===== config.mk =====
export PLATFORM = sky130hd
export DESIGN_NAME = mdio_apb_master_flat
export DESIGN_NICKNAME = d
export VERILOG_FILES = /design/src/rtl/mdio_apb_pkg.sv /design/src/rtl/mdio_apb_master_if.sv /design/src/rtl/mdio_apb_engine.sv /design/src/rtl/mdio_apb_master.sv /design/src/flat_wrapper.sv
export SDC_FILE = /design/constraint.sdc
export NUM_CORES = 1
export LEC_CHECK = 0
export CAP_MARGIN = 25
export CORE_ASPECT_RATIO = 0.7
export CORE_MARGIN = 1.5
export CORE_UTILIZATION = 43
export CTS_CLUSTER_DIAMETER = 30
export CTS_CLUSTER_SIZE = 16
export DETAILED_ROUTE_END_ITERATION = 8
export MAX_ROUTING_LAYER = met4
export PLACE_DENSITY_LB_ADDON = 0.3
export REMOVE_ABC_BUFFERS = 1
export SLEW_MARGIN = 10
export SYNTH_ARGS = -nofsm -noshare
export SYNTH_HDL_FRONTEND = slang
export SYNTH_SLANG_ARGS = --single-unit

===== constraint.sdc =====
create_clock -name PCLK -period 12.4 [get_ports PCLK]
set_clock_uncertainty 0.05 [all_clocks]
set_input_delay 1.24 -clock PCLK [delete_from_list [all_inputs] [get_ports PCLK]]
set_output_delay 1.24 -clock PCLK [all_outputs]
set_load 0.05 [all_outputs]

===== src/rtl/mdio_apb_pkg.sv =====
// Shared constants, register offsets and engine state encoding for the
// APB-controlled Clause-22 MDIO master.
package mdio_apb_pkg;

  localparam logic [7:0] ADDR_NAME0   = 8'h00;
  localparam logic [7:0] ADDR_NAME1   = 8'h04;
  localparam logic [7:0] ADDR_NAME2   = 8'h08;
  localparam logic [7:0] ADDR_NAME3   = 8'h0C;
  localparam logic [7:0] ADDR_COMP0   = 8'h10;
  localparam logic [7:0] ADDR_COMP1   = 8'h14;
  localparam logic [7:0] ADDR_COMP2   = 8'h18;
  localparam logic [7:0] ADDR_COMP3   = 8'h1C;
  localparam logic [7:0] ADDR_VERSION = 8'h20;
  localparam logic [7:0] ADDR_CONTROL = 8'h30;
  localparam logic [7:0] ADDR_STATUS  = 8'h34;
  localparam logic [7:0] ADDR_WR_CMD  = 8'h38;
  localparam logic [7:0] ADDR_RD_CMD  = 8'h3C;

  // ASCII identification words, first character in the top byte
  localparam logic [31:0] NAME0_VAL   = 32'h4D44494F;  // "MDIO"
  localparam logic [31:0] NAME1_VAL   = 32'h414D4241;  // "AMBA"
  localparam logic [31:0] NAME_PAD    = 32'h20202020;  // "    "
  localparam logic [31:0] COMP0_VAL   = 32'h46555455;  // "FUTU"
  localparam logic [31:0] COMP1_VAL   = 32'h52452044;  // "RE D"
  localparam logic [31:0] COMP2_VAL   = 32'h45534947;  // "ESIG"
  localparam logic [31:0] COMP3_VAL   = 32'h4E202020;  // "N   "
  localparam logic [31:0] VERSION_VAL = 32'h20181011;

  localparam logic [1:0] ST_BITS  = 2'b01;
  localparam logic [1:0] OP_WRITE = 2'b01;
  localparam logic [1:0] OP_READ  = 2'b10;
  localparam logic [1:0] TA_WRITE = 2'b10;

  localparam logic [5:0] HDR_WR = 6'b110101;
  localparam logic [5:0] HDR_RD = 6'b110110;

  // Index of the final bit of each frame section within the 64-bit frame
  localparam logic [5:0] LAST_PRE  = 6'd31;
  localparam logic [5:0] LAST_HDR  = 6'd45;
  localparam logic [5:0] LAST_TA   = 6'd47;
  localparam logic [5:0] LAST_DATA = 6'd63;

  typedef enum logic [2:0] {
    S_IDLE,
    S_PRE,
    S_HDR,
    S_TA,
    S_DATA,
    S_FIN
  } eng_state_e;

endpackage


===== src/rtl/mdio_apb_master_if.sv =====
// APB3 slave-side bus bundle used by the MDIO master.
interface mdio_apb_master_if;
  logic        PSEL;
  logic        PENABLE;
  logic        PWRITE;
  logic [31:0] PADDR;
  logic [31:0] PWDATA;
  logic [31:0] PRDATA;

  modport master (output PSEL, output PENABLE, output PWRITE,
                  output PADDR, output PWDATA, input PRDATA);
  modport slave  (input PSEL, input PENABLE, input PWRITE,
                  input PADDR, input PWDATA, output PRDATA);
endinterface


===== src/rtl/mdio_apb_engine.sv =====
// MDC divider, frame sequencer and MDIO pad control. One command runs a
// 64-bit Clause-22 frame; fin is high for the single cycle after the last bit.
module mdio_apb_engine
  import mdio_apb_pkg::*;
(
  input  logic        clk,
  input  logic        rst,
  input  logic        en,
  input  logic [15:0] div,
  input  logic        start,
  input  logic        is_read,
  input  logic [4:0]  phyad,
  input  logic [4:0]  regad,
  input  logic [15:0] wdata,
  input  logic        mdio_i,
  output logic        busy,
  output logic        fin,
  output logic        rd_frame,
  output logic [15:0] rdata,
  output logic        mdc,
  output logic        mdio_o,
  output logic        mdio_t
);

  eng_state_e  state_q, state_d;
  logic [15:0] cnt_q, cnt_d;
  logic [5:0]  bit_q, bit_d;
  logic        mdc_q, mdc_d;
  logic [63:0] tx_q, tx_d;
  logic [15:0] rx_q, rx_d;
  logic        rd_q, rd_d;

  always_ff @(posedge clk or posedge rst) begin
    if (rst) begin
      state_q <= S_IDLE;
      cnt_q   <= '0;
      bit_q   <= '0;
      mdc_q   <= 1'b0;
      tx_q    <= '1;
      rx_q    <= '0;
      rd_q    <= 1'b0;
    end else begin
      state_q <= state_d;
      cnt_q   <= cnt_d;
      bit_q   <= bit_d;
      mdc_q   <= mdc_d;
      tx_q    <= tx_d;
      rx_q    <= rx_d;
      rd_q    <= rd_d;
    end
  end

  always_comb begin
    state_d = state_q;
    cnt_d   = cnt_q;
    bit_d   = bit_q;
    mdc_d   = mdc_q;
    tx_d    = tx_q;
    rx_d    = rx_q;
    rd_d    = rd_q;
    case (state_q)
      S_IDLE: begin
        if (start) begin
          state_d = S_PRE;
          cnt_d   = div;
          bit_d   = '0;
          mdc_d   = 1'b0;
          rd_d    = is_read;
          // Released TA/data bits carry 1s so the idle level is kept on MDIO_O
          tx_d    = {32'hFFFF_FFFF, ST_BITS, is_read ? OP_READ : OP_WRITE,
                     phyad, regad, is_read ? 2'b11 : TA_WRITE,
                     is_read ? 16'hFFFF : wdata};
        end
      end
      S_FIN: state_d = S_IDLE;
      default: begin
        if (!en) begin
          state_d = S_IDLE;
          mdc_d   = 1'b0;
          cnt_d   = '0;
        end else if (cnt_q != 16'd0) begin
          cnt_d = cnt_q - 16'd1;
        end else begin
          cnt_d = div;
          mdc_d = !mdc_q;
          if (!mdc_q) begin
            if (state_q == S_DATA) rx_d = {rx_q[14:0], mdio_i};
          end else begin
            // Falling edge ends the current bit and presents the next one
            bit_d = bit_q + 6'd1;
            tx_d  = {tx_q[62:0], 1'b1};
            case (bit_q)
              LAST_PRE:  state_d = S_HDR;
              LAST_HDR:  state_d = S_TA;
              LAST_TA:   state_d = S_DATA;
              LAST_DATA: state_d = S_FIN;
              default:   ;
            endcase
          end
        end
      end
    endcase
  end

  always_comb begin
    busy     = (state_q != S_IDLE);
    fin      = (state_q == S_FIN);
    rd_frame = rd_q;
    rdata    = rx_q;
    mdc      = mdc_q;
    mdio_o   = 1'b1;
    mdio_t   = 1'b1;
    case (state_q)
      S_PRE, S_HDR: begin
        mdio_t = 1'b0;
        mdio_o = tx_q[63];
      end
      S_TA, S_DATA: begin
        mdio_t = rd_q;
        mdio_o = tx_q[63];
      end
      default: ;
    endcase
  end

endmodule


===== src/rtl/mdio_apb_master.sv =====
// APB3 CSR block for the Clause-22 MDIO master: identification registers,
// control/status and write/read command registers around the frame engine.
module mdio_apb_master
  import mdio_apb_pkg::*;
#(
  parameter int P_CLK_FREQ = 50_000_000,
  parameter int P_MDC_FREQ = 2_500_000
) (
  input  logic                    PCLK,
  input  logic                    PRESET,
  mdio_apb_master_if.slave        apb,
  output logic                    IRQ,
  output logic                    MDC,
  input  logic                    MDIO_I,
  output logic                    MDIO_O,
  output logic                    MDIO_T
);

  localparam logic [15:0] DIV_RST = 16'(P_CLK_FREQ / (2 * P_MDC_FREQ) - 1);

  logic        en_q, en_d;
  logic        ie_q, ie_d;
  logic [15:0] div_q, div_d;
  logic        done_q, done_d;
  logic [4:0]  wr_phy_q, wr_phy_d, wr_reg_q, wr_reg_d;
  logic [15:0] wr_data_q, wr_data_d;
  logic [4:0]  rd_phy_q, rd_phy_d, rd_reg_q, rd_reg_d;
  logic [15:0] rd_data_q, rd_data_d;
  logic [31:0] prdata_q, prdata_d;

  logic [7:0]  addr;
  logic        wr_en, rd_setup, cmd_wr, cmd_rd, start;
  logic [31:0] rd_mux;
  logic        eng_busy, eng_fin, eng_rd;
  logic [15:0] eng_rdata;
  logic        unused_bits;

  assign unused_bits = ^{apb.PADDR[31:8], apb.PWDATA[29:26]};

  assign addr     = apb.PADDR[7:0];
  assign wr_en    = apb.PSEL & apb.PENABLE & apb.PWRITE;
  assign rd_setup = apb.PSEL & !apb.PENABLE & !apb.PWRITE;
  assign cmd_wr   = wr_en && (addr == ADDR_WR_CMD);
  assign cmd_rd   = wr_en && (addr == ADDR_RD_CMD);
  assign start    = (cmd_wr || cmd_rd) && en_q && !eng_busy;

  mdio_apb_engine u_engine (
    .clk      (PCLK),
    .rst      (PRESET),
    .en       (en_q),
    .div      (div_q),
    .start    (start),
    .is_read  (cmd_rd),
    .phyad    (apb.PWDATA[25:21]),
    .regad    (apb.PWDATA[20:16]),
    .wdata    (apb.PWDATA[15:0]),
    .mdio_i   (MDIO_I),
    .busy     (eng_busy),
    .fin      (eng_fin),
    .rd_frame (eng_rd),
    .rdata    (eng_rdata),
    .mdc      (MDC),
    .mdio_o   (MDIO_O),
    .mdio_t   (MDIO_T)
  );

  always_comb begin
    case (addr)
      ADDR_NAME0:   rd_mux = NAME0_VAL;
      ADDR_NAME1:   rd_mux = NAME1_VAL;
      ADDR_NAME2:   rd_mux = NAME_PAD;
      ADDR_NAME3:   rd_mux = NAME_PAD;
      ADDR_COMP0:   rd_mux = COMP0_VAL;
      ADDR_COMP1:   rd_mux = COMP1_VAL;
      ADDR_COMP2:   rd_mux = COMP2_VAL;
      ADDR_COMP3:   rd_mux = COMP3_VAL;
      ADDR_VERSION: rd_mux = VERSION_VAL;
      ADDR_CONTROL: rd_mux = {en_q, ie_q, 14'd0, div_q};
      ADDR_STATUS:  rd_mux = {30'd0, done_q, eng_busy};
      ADDR_WR_CMD:  rd_mux = {HDR_WR, wr_phy_q, wr_reg_q, wr_data_q};
      ADDR_RD_CMD:  rd_mux = {HDR_RD, rd_phy_q, rd_reg_q, rd_data_q};
      default:      rd_mux = 32'd0;
    endcase
  end

  always_comb begin
    en_d      = en_q;
    ie_d      = ie_q;
    div_d     = div_q;
    done_d    = done_q;
    wr_phy_d  = wr_phy_q;
    wr_reg_d  = wr_reg_q;
    wr_data_d = wr_data_q;
    rd_phy_d  = rd_phy_q;
    rd_reg_d  = rd_reg_q;
    rd_data_d = rd_data_q;
    prdata_d  = prdata_q;
    if (wr_en && addr == ADDR_CONTROL) begin
      en_d  = apb.PWDATA[31];
      ie_d  = apb.PWDATA[30];
      div_d = apb.PWDATA[15:0];
    end
    if (wr_en && addr == ADDR_STATUS && apb.PWDATA[1]) done_d = 1'b0;
    if (start) begin
      done_d = 1'b0;
      if (cmd_wr) begin
        wr_phy_d  = apb.PWDATA[25:21];
        wr_reg_d  = apb.PWDATA[20:16];
        wr_data_d = apb.PWDATA[15:0];
      end else begin
        rd_phy_d = apb.PWDATA[25:21];
        rd_reg_d = apb.PWDATA[20:16];
      end
    end
    // Completion wins over a same-cycle DONE clear
    if (eng_fin) begin
      done_d = 1'b1;
      if (eng_rd) rd_data_d = eng_rdata;
    end
    if (rd_setup) prdata_d = rd_mux;
  end

  always_ff @(posedge PCLK or posedge PRESET) begin
    if (PRESET) begin
      en_q      <= 1'b0;
      ie_q      <= 1'b0;
      div_q     <= DIV_RST;
      done_q    <= 1'b0;
      wr_phy_q  <= '0;
      wr_reg_q  <= '0;
      wr_data_q <= '0;
      rd_phy_q  <= '0;
      rd_reg_q  <= '0;
      rd_data_q <= '0;
      prdata_q  <= '0;
    end else begin
      en_q      <= en_d;
      ie_q      <= ie_d;
      div_q     <= div_d;
      done_q    <= done_d;
      wr_phy_q  <= wr_phy_d;
      wr_reg_q  <= wr_reg_d;
      wr_data_q <= wr_data_d;
      rd_phy_q  <= rd_phy_d;
      rd_reg_q  <= rd_reg_d;
      rd_data_q <= rd_data_d;
      prdata_q  <= prdata_d;
    end
  end

  assign apb.PRDATA = prdata_q;
  assign IRQ        = done_q & ie_q;

endmodule


===== src/flat_wrapper.sv =====
// flat-port wrapper written by rule: the top's interface ports become plain ports
module mdio_apb_master_flat import mdio_apb_pkg::*;
#(
  parameter int P_CLK_FREQ = 50_000_000,
  parameter int P_MDC_FREQ = 2_500_000
)
  (PCLK, PRESET, IRQ, MDC, MDIO_I, MDIO_O, MDIO_T, apb_PSEL, apb_PENABLE, apb_PWRITE, apb_PADDR, apb_PWDATA, apb_PRDATA);
  mdio_apb_master_if apb_i ();
  input  logic PCLK;
  input  logic PRESET;
  output logic IRQ;
  output logic MDC;
  input  logic MDIO_I;
  output logic MDIO_O;
  output logic MDIO_T;
  input wire logic [$bits(apb_i.PSEL)-1:0] apb_PSEL;
  input wire logic [$bits(apb_i.PENABLE)-1:0] apb_PENABLE;
  input wire logic [$bits(apb_i.PWRITE)-1:0] apb_PWRITE;
  input wire logic [$bits(apb_i.PADDR)-1:0] apb_PADDR;
  input wire logic [$bits(apb_i.PWDATA)-1:0] apb_PWDATA;
  output wire logic [$bits(apb_i.PRDATA)-1:0] apb_PRDATA;
  assign apb_i.PSEL = apb_PSEL;
  assign apb_i.PENABLE = apb_PENABLE;
  assign apb_i.PWRITE = apb_PWRITE;
  assign apb_i.PADDR = apb_PADDR;
  assign apb_i.PWDATA = apb_PWDATA;
  assign apb_PRDATA = apb_i.PRDATA;
  mdio_apb_master #(.P_CLK_FREQ(P_CLK_FREQ), .P_MDC_FREQ(P_MDC_FREQ)) u_core (.PCLK(PCLK), .PRESET(PRESET), .apb(apb_i), .IRQ(IRQ), .MDC(MDC), .MDIO_I(MDIO_I), .MDIO_O(MDIO_O), .MDIO_T(MDIO_T));
endmodule

# Word level (Yosys, flattened, before mapping)
# Cells that the tools add are included.
# op_classes
bitwise	10
reduce_logical	33
muxes	33
eq_ne	27
add_sub_neg	2
# op_table
cell	count
one-hot mux 32 bit (12 select lines)	1
two-way mux 64 bit	4
one-hot mux 64 bit (2 select lines)	1
two-way mux 16 bit	4
equality test 8 x 6 -> 1 bit (second input constant)	5
equality test 8 x 5 -> 1 bit (second input constant)	4
one-hot mux 16 bit (2 select lines)	1
two-way mux 6 bit	4
equality test 6 bit (second input constant)	3
equality test 8 x 4 -> 1 bit (second input constant)	2
nonzero test 16 bit	1
subtractor 16 x 1 -> 16 bit (second input constant)	1
two-way mux 3 bit	4
one-hot mux 3 bit (4 select lines)	1
one-hot mux 6 bit (2 select lines)	1
AND reduction 2 bit	5
AND reduction 5 bit	2
equality test 8 x 3 -> 1 bit (second input constant)	1
logical NOT 8 bit	1
two-way mux 1 bit	8
inequality test 4 bit (second input constant)	2
OR reduction 2 bit	4
logical AND 1 bit	7
inequality test 7 bit (second input constant)	1
other kinds (20)	37
# totals
out_inout_bits	36
reg_bits	210

# Depth between registers and ports, before layout
# Gate-level depths: netlist (run 1).
# logic_depth
depth_word	8
ltp_mapped	10

# Modules after synthesis
# A second synthesis (run 1) with hierarchy kept.
# hier_totals
cells_unflattened	952
area_unflattened_um2	10156.0
# by_module_without_submodules
mod	seq_area_each_um2	cells_each	area_per_inst_um2	instances
mdio_apb_engine	2757.6	549	5272.6	1
mdio_apb_master	2580.0	403	4883.4	1

# Worst setup path after synthesis (run 1)
# OpenSTA, ideal clock, no wires.
# synth_path
path_kind	input to register
from	input port apb_PADDR[7]
to	register u_core.wr_data_q[0]
required_ns	12.223
setup_time_ns	0.127
stages	9
slack_ns	9.212
path_buffers	4
arrival_time_ns	3.010
cell_sequence	buf_6 > or4_1 > buf_2 > nor2_4 > and3_1 > and2_1 > buf_6 > buf_6 > mux2_1
# synth_via
elab_chain_cells	6
word_cells_on_any_way	8
# synth_lines
item	line	source
start: declaration	flat_wrapper.sv:19	input wire logic [$bits(apb_i.PADDR)-1:0] apb_PADDR;
equality test 8 x 6 -> 1 bit (on tied branches)	mdio_apb_master.sv:43, mdio_apb_master.sv:44	
logical AND 1 bit (on tied branches)	mdio_apb_master.sv:43, mdio_apb_master.sv:44	
logical OR 1 bit	mdio_apb_master.sv:45	assign start = (cmd_wr || cmd_rd) && en_q && !eng_busy;
logical AND 1 bit (2 in series)	mdio_apb_master.sv:45	
AND reduction 2 bit (no source line) (*)	-	
end signal: assignment	mdio_apb_master.sv:143	wr_data_q <= wr_data_d;
end: declaration	mdio_apb_master.sv:26	logic [15:0] wr_data_q, wr_data_d;
# Every way passes the cells marked *; elsewhere a longest branch is shown, timed or not.
# A chain may end at the register's enable or synchronous reset.

# Worst setup path in the final report (run 1)
# layout_path
from	input port apb_PADDR[5]
to	register u_core.wr_data_q[13]
# Same word-level chain as after synthesis.

==> results of run 1 <==
## stage by stage
stage          hold WS, ns  util [%]  setup slack, ns
2_1_floorplan        0.385         -             5.48
3_3_place_gp         0.396      48.0             7.75
3_5_place_dp         0.401      48.0             7.73
4_1_cts              0.410      53.2             8.24
5_1_grt              0.424      53.4             7.99
6_report             0.410      53.4             8.22
## where the power goes
group	internal (uW)	switching (uW)	total [uW]
sequential	693	4.20	698
clock	612	352	964
combinational	27.5	50.0	77.5
## routing by layer
| layer | vias up | global-route usage [%] | part of all wire, % |
|---|---|---|---|
| met2 | 265 | 30.4 | 41 |
| met5 | - | - | 0 |
| li1 | 3524 | - | - |
| met3 | 40 | 3.99 | 6.9 |
| met4 | 0 | 6.03 | 1.9 |
| met1 | 3707 | 33.3 | 50 |
## cell families (layout without fill, tap and decap cells)
| logic type | Yosys count | after routing | synth area share, % |
|---|---|---|---|
| flops | 210 | 210 | 53.9 |
| xor+xnor | 4 | 4 | 0.354 |
| simple gates | 337 | 337 | 16.7 |
| fa+ha+maj | 4 | 4 | 0.506 |
| mux | 100 | 100 | 11.6 |
| buf+inv | 77 | 166 | 3.89 |
| compound gates | 199 | 199 | 13.0 |
## final timing paths
path | slack, ns | start | cells past startpoint | to
max | 8.22 | apb_PADDR[5] | 8 | u_core.wr_data_q[13]
min | 0.41 | u_core.u_engine.tx_q[31] | 2 | u_core.u_engine.tx_q[31]
max reg2reg | 9.48 | u_core.u_engine.state_q[0] | 7 | u_core.u_engine.tx_q[17]
min reg2reg | 0.41 | u_core.u_engine.tx_q[31] | 2 | u_core.u_engine.tx_q[31]
max in group asynchronous | 9.63 | PRESET | 4 | u_core.apb.PRDATA[15]
min in group asynchronous | 1.06 | PRESET | 2 | u_core.apb.PRDATA[23]
## registers in the layout, summed over array words and instances, names as in the netlist
name / count
u_core.u_engine.bit_q: 6
u_core.wr_data_q: 16
u_core.rd_reg_q: 5
u_core.en_q: 1
u_core.u_engine.tx_q: 64
u_core.u_engine.rdata: 16
u_core.wr_phy_q: 5
u_core.u_engine.mdc: 1
u_core.ie_q: 1
u_core.u_engine.rd_frame: 1
u_core.u_engine.cnt_q: 16
u_core.div_q: 16
u_core.rd_phy_q: 5
u_core.done_q: 1
u_core.u_engine.state_q: 3
u_core.apb.PRDATA: 32
u_core.rd_data_q: 16
u_core.wr_reg_q: 5
## synthesized netlist by cell type (all sizes together) (3+ instances only)
cell type  count  area [sq um]
nand2b         3          18.8
clkbuf        33           124
o22ai         20           125
nand2         84           318
ha             4          50.1
mux2          87          1020
dfrtp        144          3600
and3           6          37.5
buf           35           228
or3            3          20.0
o2bb2ai       12           105
a222oi         4          40.0
nand3b         3          22.5
mux2i         13           130
nand3         12          60.1
a21boi         3          22.5
a221oi        17           149
nor4b          5          50.0
dfstp         66          1730
nor4          17           121
nor3b          4          35.0
a31oi         11          68.8
a22o          14           123
and2           3          18.8
o21ai         58           290
nand4          7          50.1
a21o           5          38.8
a21oi         39           195
inv            9          33.8
or4            6          50.1
nor2         119           462
nor3          58           329
## worst max-delay path, delay by kind of cell
| kind | cells | cell delay [ns] |
|---|---|---|
| multiplexers | 1 | 0.39 |
| buffers and inverters | 3 | 1.61 |
| AND/OR/NAND/NOR | 4 | 1.23 |
## layout make-up
cell class / instances / area (sq um) / share of cell area [%]
clock inverter: 20 / 204 / 1.69
inverter: 9 / 41.3 / 0.342
multi-input combinational: 644 / 4210 / 34.8
timing repair buffer: 94 / 926 / 7.66
clock buffer: 43 / 978 / 8.10
sequential: 210 / 5340 / 44.2
tap: 312 / 390 / 3.23
==> results.py, run 1 <==
metrics = {
    "cts": {
        "tritoncts": "yes",
        "clock_latency_ns": 0.50,
        "ctsHoldBuffers": 0,
        "cts.sinks": 210,
        "root_buffer": "clkbuf_16",
        "h-tree-depth": 2,
        "post_cts_buffers": 0,
        "cts_buffer_depth": 3,
        "cts_resized": 0,
        "clk_pin_slew_ns": 0.05,
        "numCtsBuffers": 35,
    },
    "synth": {
        "ys_ff_latch": 210,
        "ys.flop_type": "dfrtp_1",
        "synth_edf_count": 0,
        "synth_area_sq_um": 9900,
        "yosysWarnings": 0,
        "avgSynthCellArea_sq_um": 10.6,
        "ys_seq_area_share_pct": 53.9,
        "postSynth.asyncResetShare_pct": 100,
        "syn_inst": 931,
        "synth_cell_types": 72,
    },
    "power": {
        "p_per_area_nw_per_um2": 144,
        "vdd_drop_max_mv": 0.0874,
        "total_power_uw": 1740,
        "p_leak_uw": 0.00521,
    },
    "final_layout": {
        "diodes": 0,
        "drive_gt1_share_pct": 22.7,
        "final_cell_mix": "dfrtp_1 (144), nor2_1 (117), nand2_1 (83)",
        "stdcell_area_sq_um": 12100,
        "stdcell_count": 1332,
        "mostFrequentLayoutCell": "dfrtp_1",
        "fill_cells": 2004,
        "nNetsFinal": 1068,
        "areaGrowthSynthToFinish_pct": 22.1,
    },
    "drt": {
        "drcViolationCount": 0,
        "drt_iter0_drc": 728,
        "wl_per_cell_microns": 18.5,
        "wl_mm": 24.6,
        "first_pass_iters": 7,
        "vias": 7536,
        "vias_per_cell": 5.66,
        "ant_nets": 0,
    },
    "global_routing": {
        "overflow": 0,
        "antenna_found_initial": 0,
        "grt_pass1_wl_mm": 40.2,
        "grt_pass1_vias": 7168,
        "grt_max_degree": 150,
        "grt_usage_pct": 22.1,
    },
    "placement": {
        "place_area_sq_um": 10900,
        "finalWeightedCongestion": 0.880,
        "placedCellCount": 1266,
        "hpwl_mm": 16.0,
        "portBuffers": 77,
    },
    "timing": {
        "rsz0062_at_grt": "no",
        "worstMarginPinSlew_ns": 0.986,
        "max-slew-margin-rel_pct": 33.7,
        "setup_viol": 0,
        "min_period_over_period_pct": 33.7,
        "fmax_ghz": 0.239,
        "fin_crit_ns": 4.18,
        "hold_violations": 0,
        "final.setup.tns_ns": 0,
        "drv_slew": 0,
    },
    "critical_path": {
        "required_ns": 12.72,
        "crit_path_top_delay_cell": "clkdlybuf4s50_1",
        "critPathCaptureType": "flop",
        "max_stage_delay_ns": 0.99,
        "start_kind": "primary input",
        "cp_data_arrival_time_ns": 4.50,
        "critPathMaxFanout": 27,
        "path_class": "in2reg",
        "crit_top_cell": "buf_4",
        "cp_cell_sequence": "clkdlybuf4s50_1, nor4bb_1, buf_4, nand4_1, nor2_1, and2_1, buf_4, mux2_2",
    },
    "floorplan": {
        "die-area_sq_um": 24000,
        "die_h_microns": 130,
        "core_sq_um": 22600,
        "start_util_pct": 43.8,
        "pin_count": 106,
        "num_rows": 46,
        "die_x_microns": 184,
    },
    "run": {
        "cap_violations": 0,
    },
    "hold_path": {
        "hold_class": "reg2reg",
    },
    "outcome": {
        "outcome": "completed",
    },
}
(Power assumes the default switching activity.)
==> run 2, diff against run 1 <==
==> constraint.sdc (replaced) <==
create_clock -name PCLK -period 4.1 [get_ports PCLK]
set_clock_uncertainty 0.05 [all_clocks]
set_input_delay 0.41 -clock PCLK [delete_from_list [all_inputs] [get_ports PCLK]]
set_output_delay 0.41 -clock PCLK [all_outputs]
set_load 0.05 [all_outputs]
==> results.py, run 2 (synthesis gave the netlist of run 1 again) <==
metrics = {
    "outcome": {
        "outcome": "completed",
    },
    "critical_path": {
        "crit_family": "simple AND/OR/NAND/NOR gates",
        "max_stage_delay_ns": 0.82,
        "cp_num_buf_inv": 1,
        "critPathMaxFanout": 15,
        "path_class": "reg2out",
        "critPathCaptureType": "output port",
        "required_ns": 3.64,
        "crit_path_top_delay_cell": "clkdlybuf4s50_1",
        "cp_data_arrival_time_ns": 2.74,
        "cp_cell_sequence": "or3_1, nand3b_1, clkdlybuf4s50_1",
        "start_kind": "flop",
    },
    "power": {
        "power.switching_uw": 1180,
        "seq_power_share_pct": 43.2,
        "p_leak_uw": 0.00517,
        "total_power_uw": 4890,
        "combPwrFrac_pct": 4.9,
        "p_sw_share_pct": 24.2,
        "power.share.clock_pct": 51.9,
        "p_int_uw": 3710,
        "p_per_area_nw_per_um2": 407,
        "vdd_drop_max_mv": 0.311,
    },
    "final_layout": {
        "diodes": 0,
        "largest_reg_flops": 64,
        "largest-register": "u_core.u_engine.tx_q",
        "utilization_pct": 53.1,
        "nNetsFinal": 1073,
        "stdcell_count": 1335,
        "mostFrequentLayoutCell": "dfrtp_1",
        "areaGrowthSynthToFinish_pct": 21.3,
        "drive_gt1_share_pct": 23.2,
        "final_cell_mix": "dfrtp_1 (144), nor2_1 (117), nand2_1 (83)",
        "fill_cells": 2027,
    },
    "cts": {
        "cts.sinks": 210,
        "numCtsBuffers": 30,
        "post_cts_buffers": 0,
        "cts_buffer_depth": 3,
        "tritoncts": "yes",
        "ctsHoldBuffers": 0,
        "clk_pin_slew_ns": 0.06,
        "cts_resized": 0,
        "h-tree-depth": 1,
        "clock_latency_ns": 0.54,
        "root_buffer": "clkbuf_16",
    },
    "drt": {
        "wl_mm": 25.2,
        "vias": 7505,
        "drt_iter0_drc": 544,
        "drcViolationCount": 0,
        "first_pass_iters": 5,
        "vias_per_cell": 5.62,
        "wl_per_cell_microns": 18.9,
        "ant_nets": 0,
    },
    "timing": {
        "worstMarginPinSlew_ns": 1.00,
        "max-slew-margin-rel_pct": 32.6,
        "fin_crit_ns": 3.20,
        "timing.hold.ws_ns": 0.393,
        "rsz0062_at_grt": "no",
        "hold_violations": 0,
        "drv_slew": 0,
        "layout_setup_ws_ns": 0.901,
        "setup_viol": 0,
        "min_period_over_period_pct": 78.0,
        "fmax_ghz": 0.313,
    },
    "floorplan": {
        "core_sq_um": 22600,
        "die-area_sq_um": 24000,
        "start_util_pct": 43.8,
        "die_h_microns": 130,
        "pin_count": 106,
        "num_rows": 46,
        "die_x_microns": 184,
    },
    "placement": {
        "finalWeightedCongestion": 0.895,
        "placedCellCount": 1279,
        "place_ws_ns": 0.729,
        "portBuffers": 77,
        "hpwl_mm": 16.7,
    },
    "global_routing": {
        "grt_pass1_wl_mm": 40.3,
        "grt_use_met3_pct": 3.04,
        "antenna_found_initial": 0,
        "grt.met1_usage_pct": 33.1,
        "grt_pass1_vias": 7199,
        "grt_max_degree": 120,
        "grt-busiest-layer": "met1",
        "overflow": 0,
        "grt_usage_pct": 22.1,
        "met2_usage_pct": 30.9,
    },
    "run": {
        "cap_violations": 0,
    },
    "hold_path": {
        "hold_class": "in2async",
    },
}
run 2: path summary, 6_finish.rpt:
kind                                             from                       end  slack, ns  depth (start not counted)
max                        u_core.u_engine.state_q[0]                    MDIO_O       0.90                          3
min reg2reg                  u_core.u_engine.tx_q[31]  u_core.u_engine.tx_q[31]       0.41                          2
min                                            PRESET        u_core.rd_reg_q[0]       0.39                          2
max reg2reg                u_core.u_engine.state_q[0]      u_core.wr_data_q[15]       1.30                          5
min in group PCLK            u_core.u_engine.tx_q[31]  u_core.u_engine.tx_q[31]       0.41                          2
max in group asynchronous                      PRESET   u_core.u_engine.tx_q[3]       2.77                          3
run 2: per-layer routing:
layer / up-vias / part of all wire, %
met5: - / 0
met4: 0 / 2.4
met3: 49 / 5.0
met2: 211 / 42
met1: 3733 / 50
li1: 3512 / -
run 2: area by class of cell:
| class | instances | area [sq um] | share of cell area (%) |
|---|---|---|---|
| Sequential cell | 210 | 5340 | 44.5 |
| Multi-Input combinational cell | 644 | 4200 | 35.0 |
| Timing Repair Buffer | 104 | 1020 | 8.48 |
| Clock buffer | 35 | 821 | 6.84 |
| Tap cell | 312 | 390 | 3.25 |
| Clock inverter | 21 | 195 | 1.63 |
| Inverter | 9 | 41.3 | 0.344 |
run 2: through the flow:
stage               TNS, ns  area [sq um]
floorplan           -389.06          9550
global placement          0         11000
detailed placement        0         11000
CTS                       0         12000
global route              0         12000
finish                    0         12000
run 2: power by group through the flow:
stage	logic, uW	registers, uW	clock network, uW
after detailed placement	241	2140	0
after floorplan	81.0	2170	0
after CTS	242	2110	2580
after global placement	240	2140	0
after global routing	263	2110	2670
final	240	2110	2540
